**src/rtl/calc_kb_pkg.sv**
```systemverilog
// Shared key codes, receiver states and the set-2 scan-code lookup for the
// calculator keyboard front end.
package calc_kb_pkg;

    typedef logic [4:0] key_t;

    localparam key_t KEY_0     = 5'd0;
    localparam key_t KEY_1     = 5'd1;
    localparam key_t KEY_2     = 5'd2;
    localparam key_t KEY_3     = 5'd3;
    localparam key_t KEY_4     = 5'd4;
    localparam key_t KEY_5     = 5'd5;
    localparam key_t KEY_6     = 5'd6;
    localparam key_t KEY_7     = 5'd7;
    localparam key_t KEY_8     = 5'd8;
    localparam key_t KEY_9     = 5'd9;
    localparam key_t KEY_ADD   = 5'd10;
    localparam key_t KEY_SUB   = 5'd11;
    localparam key_t KEY_MUL   = 5'd12;
    localparam key_t KEY_DIV   = 5'd13;
    localparam key_t KEY_ENTER = 5'd14;
    localparam key_t KEY_BKSP  = 5'd15;
    localparam key_t KEY_CLR   = 5'd16;
    localparam key_t KEY_NONE  = 5'd31;

    localparam logic [7:0] SC_EXT = 8'hE0;
    localparam logic [7:0] SC_BRK = 8'hF0;

    typedef enum logic [1:0] {
        RX_IDLE,
        RX_DATA,
        RX_PAR,
        RX_STOP
    } rx_state_t;

    // Translate a scan byte (with the E0 prefix flag) into a calculator key.
    function automatic key_t map_scan(input logic ext, input logic [7:0] scan);
        key_t k;
        k = KEY_NONE;
        if (ext) begin
            case (scan)
                8'h4A:   k = KEY_DIV;
                8'h5A:   k = KEY_ENTER;
                default: k = KEY_NONE;
            endcase
        end else begin
            case (scan)
                8'h45, 8'h70: k = KEY_0;
                8'h16, 8'h69: k = KEY_1;
                8'h1E, 8'h72: k = KEY_2;
                8'h26, 8'h7A: k = KEY_3;
                8'h25, 8'h6B: k = KEY_4;
                8'h2E, 8'h73: k = KEY_5;
                8'h36, 8'h74: k = KEY_6;
                8'h3D, 8'h6C: k = KEY_7;
                8'h3E, 8'h75: k = KEY_8;
                8'h46, 8'h7D: k = KEY_9;
                8'h79:        k = KEY_ADD;
                8'h7B, 8'h4E: k = KEY_SUB;
                8'h7C:        k = KEY_MUL;
                8'h4A:        k = KEY_DIV;
                8'h5A:        k = KEY_ENTER;
                8'h66:        k = KEY_BKSP;
                8'h76:        k = KEY_CLR;
                default:      k = KEY_NONE;
            endcase
        end
        return k;
    endfunction

endpackage

```
**src/rtl/ps2_rx.sv**
```systemverilog
// PS/2 frame receiver: input synchronizers, falling-edge detect, the
// start/data/parity/stop state machine and an inactivity watchdog that drops
// partial frames.
module ps2_rx
    import calc_kb_pkg::*;
#(
    parameter int SYNC_STAGES    = 2,
    parameter int TIMEOUT_CYCLES = 50000
) (
    input  logic       clk,
    input  logic       reset,
    input  logic       ps2_clk,
    input  logic       ps2_data,
    output logic       byte_vld,
    output logic [7:0] rx_byte,
    output logic       frame_err
);

    localparam int WD_W = $clog2(TIMEOUT_CYCLES + 1);
    localparam logic [WD_W-1:0] WD_LAST = WD_W'(TIMEOUT_CYCLES - 1);

    logic [SYNC_STAGES-1:0] clk_sync;
    logic [SYNC_STAGES-1:0] data_sync;
    logic                   sync_clk;
    logic                   sync_clk_q;
    logic                   sync_data;
    logic                   fall;

    rx_state_t       state;
    logic [2:0]      bitcnt;
    logic [7:0]      shreg;
    logic            par;
    logic [WD_W-1:0] wd;

    assign sync_clk  = clk_sync[SYNC_STAGES-1];
    assign sync_data = data_sync[SYNC_STAGES-1];
    assign fall      = sync_clk_q & ~sync_clk;

    // Bring the idle-high keyboard lines into the clk domain; reset to idle.
    always_ff @(posedge clk or negedge reset) begin
        if (!reset) begin
            clk_sync   <= '1;
            data_sync  <= '1;
            sync_clk_q <= 1'b1;
        end else begin
            clk_sync   <= {clk_sync[SYNC_STAGES-2:0], ps2_clk};
            data_sync  <= {data_sync[SYNC_STAGES-2:0], ps2_data};
            sync_clk_q <= sync_clk;
        end
    end

    // Frame state machine with watchdog; byte_vld/frame_err are 1-cycle pulses.
    always_ff @(posedge clk or negedge reset) begin
        if (!reset) begin
            state     <= RX_IDLE;
            bitcnt    <= '0;
            shreg     <= '0;
            par       <= 1'b0;
            wd        <= '0;
            byte_vld  <= 1'b0;
            rx_byte   <= '0;
            frame_err <= 1'b0;
        end else begin
            byte_vld  <= 1'b0;
            frame_err <= 1'b0;
            if (state == RX_IDLE) begin
                wd <= '0;
                if (fall) begin
                    if (!sync_data) begin
                        state  <= RX_DATA;
                        bitcnt <= '0;
                    end else begin
                        frame_err <= 1'b1;
                    end
                end
            end else if (fall) begin
                wd <= '0;
                case (state)
                    RX_DATA: begin
                        shreg  <= {sync_data, shreg[7:1]};
                        bitcnt <= bitcnt + 3'd1;
                        if (bitcnt == 3'd7) state <= RX_PAR;
                    end
                    RX_PAR: begin
                        par   <= sync_data;
                        state <= RX_STOP;
                    end
                    default: begin
                        // Odd parity over data+parity and a high stop bit.
                        if ((^{shreg, par}) && sync_data) begin
                            byte_vld <= 1'b1;
                            rx_byte  <= shreg;
                        end else begin
                            frame_err <= 1'b1;
                        end
                        state <= RX_IDLE;
                    end
                endcase
            end else if (wd == WD_LAST) begin
                state     <= RX_IDLE;
                frame_err <= 1'b1;
                wd        <= '0;
            end else begin
                wd <= wd + 1'b1;
            end
        end
    end

endmodule

```
**src/rtl/ps2_key_decoder.sv**
```systemverilog
// PS/2 keyboard front end: receives set-2 frames and tracks the held
// calculator key, the last key pressed, and make/break prefixes.
module ps2_key_decoder
    import calc_kb_pkg::*;
#(
    parameter int SYNC_STAGES    = 2,
    parameter int TIMEOUT_CYCLES = 50000
) (
    input  logic       clk,
    input  logic       reset,
    input  logic       PS2_CLK,
    input  logic       PS2_DATA,
    output logic [4:0] key_code,
    output logic [4:0] last_key,
    output logic       key_strobe,
    output logic       frame_err
);

    logic       byte_vld;
    logic [7:0] rx_byte;
    logic       ext;
    logic       brk;
    key_t       code;

    ps2_rx #(
        .SYNC_STAGES   (SYNC_STAGES),
        .TIMEOUT_CYCLES(TIMEOUT_CYCLES)
    ) u_rx (
        .clk      (clk),
        .reset    (reset),
        .ps2_clk  (PS2_CLK),
        .ps2_data (PS2_DATA),
        .byte_vld (byte_vld),
        .rx_byte  (rx_byte),
        .frame_err(frame_err)
    );

    assign code = map_scan(ext, rx_byte);

    // Prefix handling and held/last key tracking on each received byte.
    always_ff @(posedge clk or negedge reset) begin
        if (!reset) begin
            key_code   <= KEY_NONE;
            last_key   <= KEY_NONE;
            key_strobe <= 1'b0;
            ext        <= 1'b0;
            brk        <= 1'b0;
        end else begin
            key_strobe <= 1'b0;
            if (frame_err) begin
                ext <= 1'b0;
                brk <= 1'b0;
            end else if (byte_vld) begin
                if (rx_byte == SC_EXT) begin
                    ext <= 1'b1;
                end else if (rx_byte == SC_BRK) begin
                    brk <= 1'b1;
                end else begin
                    ext <= 1'b0;
                    brk <= 1'b0;
                    if (code != KEY_NONE) begin
                        if (!brk) begin
                            key_code   <= code;
                            last_key   <= code;
                            key_strobe <= 1'b1;
                        end else if (code == key_code) begin
                            key_code <= KEY_NONE;
                        end
                    end
                end
            end
        end
    end

endmodule
```
**config.mk**
```make
export PLATFORM = sky130hd
export DESIGN_NAME = ps2_key_decoder
export DESIGN_NICKNAME = d
export VERILOG_FILES = /design/src/rtl/calc_kb_pkg.sv /design/src/rtl/ps2_rx.sv /design/src/rtl/ps2_key_decoder.sv
export SDC_FILE = /design/constraint.sdc
export NUM_CORES = 1
export LEC_CHECK = 0
export ABC_AREA = 1
export CAP_MARGIN = 30
export CELL_PAD_IN_SITES_DETAIL_PLACEMENT = 0
export CELL_PAD_IN_SITES_GLOBAL_PLACEMENT = 1
export CORE_MARGIN = 2
export CORE_UTILIZATION = 47
export CTS_BUF_LIST = sky130_fd_sc_hd__clkbuf_4
export DETAILED_ROUTE_END_ITERATION = 6
export PLACE_DENSITY_LB_ADDON = 0.1
export SKIP_LAST_GASP = 1
export SYNTH_ARGS = -nofsm -noshare
export SYNTH_HDL_FRONTEND = slang
export SYNTH_SLANG_ARGS = --single-unit
```
**constraint.sdc**
```tcl
create_clock -name clk -period 2.5 [get_ports clk]
set_clock_uncertainty 0.05 [all_clocks]
set_input_delay 0.5 -clock clk [delete_from_list [all_inputs] [get_ports clk]]
set_output_delay 0.5 -clock clk [all_outputs]
set_load 0.05 [all_outputs]
```
==> flow_summary.yaml, run 1 <==
yosys:
  synthTopCellsByArea: "dfrtp_1 31%, nand2_1 14%, dfstp_2 11%"
  synth.yosys.warnings: 0
  synth-seq-cells: 58
  ys_async_sr_fraction: 1.00
  ys.flop_type: "dfrtp_1"
  syn-num-nets: 475
  synth_edf_count: 0
  synth_area_um2: 3470
  avgSynthCellArea_um2: 7.60
  synth_common_cells: "130 x nand2_1, 56 x inv_1, 43 x dfrtp_1, 40 x nand3_1, 37 x nor2_1"
  yosysTopAreaCell: "dfrtp_1"
  yosysSeqAreaShare: 0.424
  synth_top_area_frac: 0.310
  yosysMostFrequentCell: "nand2_1"
  syn_inst: 456
  synthDistinctLibCells: 33
cts:
  postCtsHoldBufs: 0
  ctsHtreeMaxLevel: 3
  cts.clk_slew.worst_paths_ns: 0.12
  clkSinkCount: 58
  clock_latency_ns: 0.40
  cts_buffer_depth: 2
  cts_root_buffer: "clkbuf_4"
  cts_tree: "done"
  numCtsBuffers: 9
setup_path:
  path_class: "register to output port"
  critPathTopFamily: "buffers and inverters"
  path_cells: "clkdlybuf4s50_1"
  crit_path_max_fanout: 4
  critPathMaxStageDelay_ns: 0.82
  path_buf_inv: 1
  crit_arrival_ns: 1.82
  start_kind: "register"
  critPathSlowestCell: "clkdlybuf4s50_1"
  cp.required_ns: 1.95
  endpoint_kind: "output port"
power_and_ir_drop:
  pwr-share-seq: 0.354
  powerDensity_nw_per_um2: 1030
  intPower_mw: 2.38
  clkPwrFrac: 0.184
  vdd_drop_max_mv: 0.512
  switchingPower_mw: 1.78
  comb_power_share: 0.461
  sw_frac_of_total: 0.429
  p_leak_nw: 1.81
routing:
  drtAntennaViolNets: 0
  wire_per_inst_um: 11.9
  drc: 0
  drt_first_iter_violations: 99
  vias: 2990
  avgViaCountPerCell: 5.02
  firstDrtPassIters: 5
  wl_um: 7110
placed_design:
  dp_cells: 573
  gp_congestion: 0.871
  port_buffers: 15
  hpwl_um: 5210
timing:
  rsz0062_at_grt: "no"
  fmax_mhz: 422
  setup_viol: 0
  worstMarginPinSlew_ns: 0.537
  finalSetupTns_ns: 0
  period_share: 0.949
  max-slew-margin-rel: 0.641
  hold_viol_final: 0
  drv_slew: 0
  period_minus_slack_ns: 2.37
global_routing:
  grt_pass1_wl_um: 12700
  grt_pass1_vias: 2813
  antenna_found_initial: 0
  grt_max_degree: 38
  overflow: 0
  grtUsageTotal: 0.192
cells_and_area:
  nets: 511
  drive_gt1_frac: 0.171
  area_delta_synth_final_pct: 16.5
  fin_cells: 596
  antenna_cells: 0
floorplan:
  die_area_um2: 8080
  coreArea_um2: 7210
  die_height_um: 89.9
  ios: 16
  rows: 31
  fp.dieW_um: 89.9
  initial_utilization: 0.480
run:
  drv_cap: 0
outcome:
  outcome: "finished clean"
min_path:
  hold_path.class: "input pin to async pin"
power groups by stage:
stage / sequential, mW / combinational, mW / clock (mW)
after detailed placement: 1.49 / 1.86 / 0
after global placement: 1.49 / 1.85 / 0
after CTS: 1.47 / 1.86 / 0.793
final: 1.47 / 1.92 / 0.768
after global routing: 1.52 / 2.15 / 0.839
after floorplan: 1.75 / 1.08 / 0
repair_timing:
item,CTS,global route
buffers inserted,0,6
endpoints found under the setup margin,0,11
endpoints found under the hold margin,0,0
gates resized for setup,0,17
flip-flops by register name (all words and copies together) (netlist names):
signal,count
brk,1
ext,1
key_code,5
key_strobe,1
last_key,5
u_rx.bitcnt,3
u_rx.byte_vld,1
u_rx.clk_sync,2
u_rx.data_sync,2
u_rx.frame_err,1
u_rx.par,1
u_rx.rx_byte,8
u_rx.shreg,8
u_rx.state,2
u_rx.sync_clk_q,1
u_rx.wd,16
layout make-up:
class | count | area, µm²
Multi-Input combinational cell | 330 | 1770
Tap cell | 99 | 124
Inverter | 60 | 225
Clock buffer | 10 | 75.1
Fill cell | 716 | 3180
Timing Repair Buffer | 33 | 293
Sequential cell | 58 | 1470
Clock inverter | 6 | 81.3
stage by stage:
| stage | hold slack (ns) | instance area (µm²) | util | total power, mW | setup slack [ns] |
|---|---|---|---|---|---|
| finish | 0.00659 | 4040 | 0.559 | 4.16 | 0.128 |
| floorplan | 0.154 | 3470 | - | 2.84 | 0.311 |
| global placement | 0.296 | 3760 | 0.521 | 3.34 | 0.0556 |
| CTS | 0.00311 | 3910 | 0.542 | 4.13 | 0.0131 |
| global route | 0.0379 | 4040 | 0.559 | 4.51 | 0.00241 |
| detailed placement | 0.297 | 3760 | 0.521 | 3.34 | 0.0272 |
layer usage:
metal | up-vias | global-route usage | routed length [µm]
met5 | - | 0 | 0
li1 | 1541 | - | -
met3 | 12 | 0.0419 | 216
met2 | 48 | 0.318 | 3450
met1 | 1389 | 0.247 | 3310
met4 | 0 | 0.0769 | 133
logic make-up (layout without fill, tap and decap cells):
logic type | after synthesis | count (layout) | share of synthesized area
adders and majority gates | 15 | 15 | 0.0542
AOI/OAI and AO/OA | 59 | 59 | 0.0960
DFF | 58 | 58 | 0.424
xor gates and xnor gates | 12 | 12 | 0.0303
and+or+nand+nor | 243 | 244 | 0.307
buffers and inverters | 69 | 109 | 0.0881
final timing paths:
path | from | end | slack (ns) | cells past startpoint
max | key_code[1] | key_code[1] | 0.13 | 1
min | reset | u_rx.wd[12] | 0.007 | 1
max reg2reg | u_rx.rx_byte[0] | key_code[1] | 0.18 | 17
min reg2reg | u_rx.clk_sync[0] | u_rx.clk_sync[1] | 0.31 | 0
max in group asynchronous | reset | last_key[3] | 1.77 | 2
min in group clk | u_rx.clk_sync[0] | u_rx.clk_sync[1] | 0.31 | 0
cell usage in the layout, fill, tap and decap left out, types with 2 or more instances in the layout:
cell type,synthesis,final
a21oi_1,15,15
a31oi_1,3,3
buf_4,2,17
bufinv_16,0,2
clkbuf_4,0,10
clkdlybuf4s50_1,0,14
clkinv_2,0,2
dfrtp_1,43,41
dfrtp_2,0,2
dfstp_2,15,15
ha_1,15,12
ha_4,0,2
inv_1,56,53
inv_2,4,7
nand2_1,130,129
nand2_2,6,4
nand2_4,1,4
nand3_1,40,39
nand3_2,3,4
nand3b_1,2,2
nand4_1,6,6
nor2_1,37,35
nor2_2,2,4
nor2_4,2,2
nor3_1,13,13
o21ai_0,31,31
o21ai_1,2,2
o21ai_2,3,3
xnor2_1,5,5
xor2_1,7,7
No activity file was read; power rests on OpenSTA's default activity.
==> run 2: changes to the inputs <==
CAP_MARGIN = unset   (was 30)
CTS_CLUSTER_SIZE = 10   (was unset)
==> results of run 2 <==
The final DEF is identical to that of run 1; final timing and power are the same.
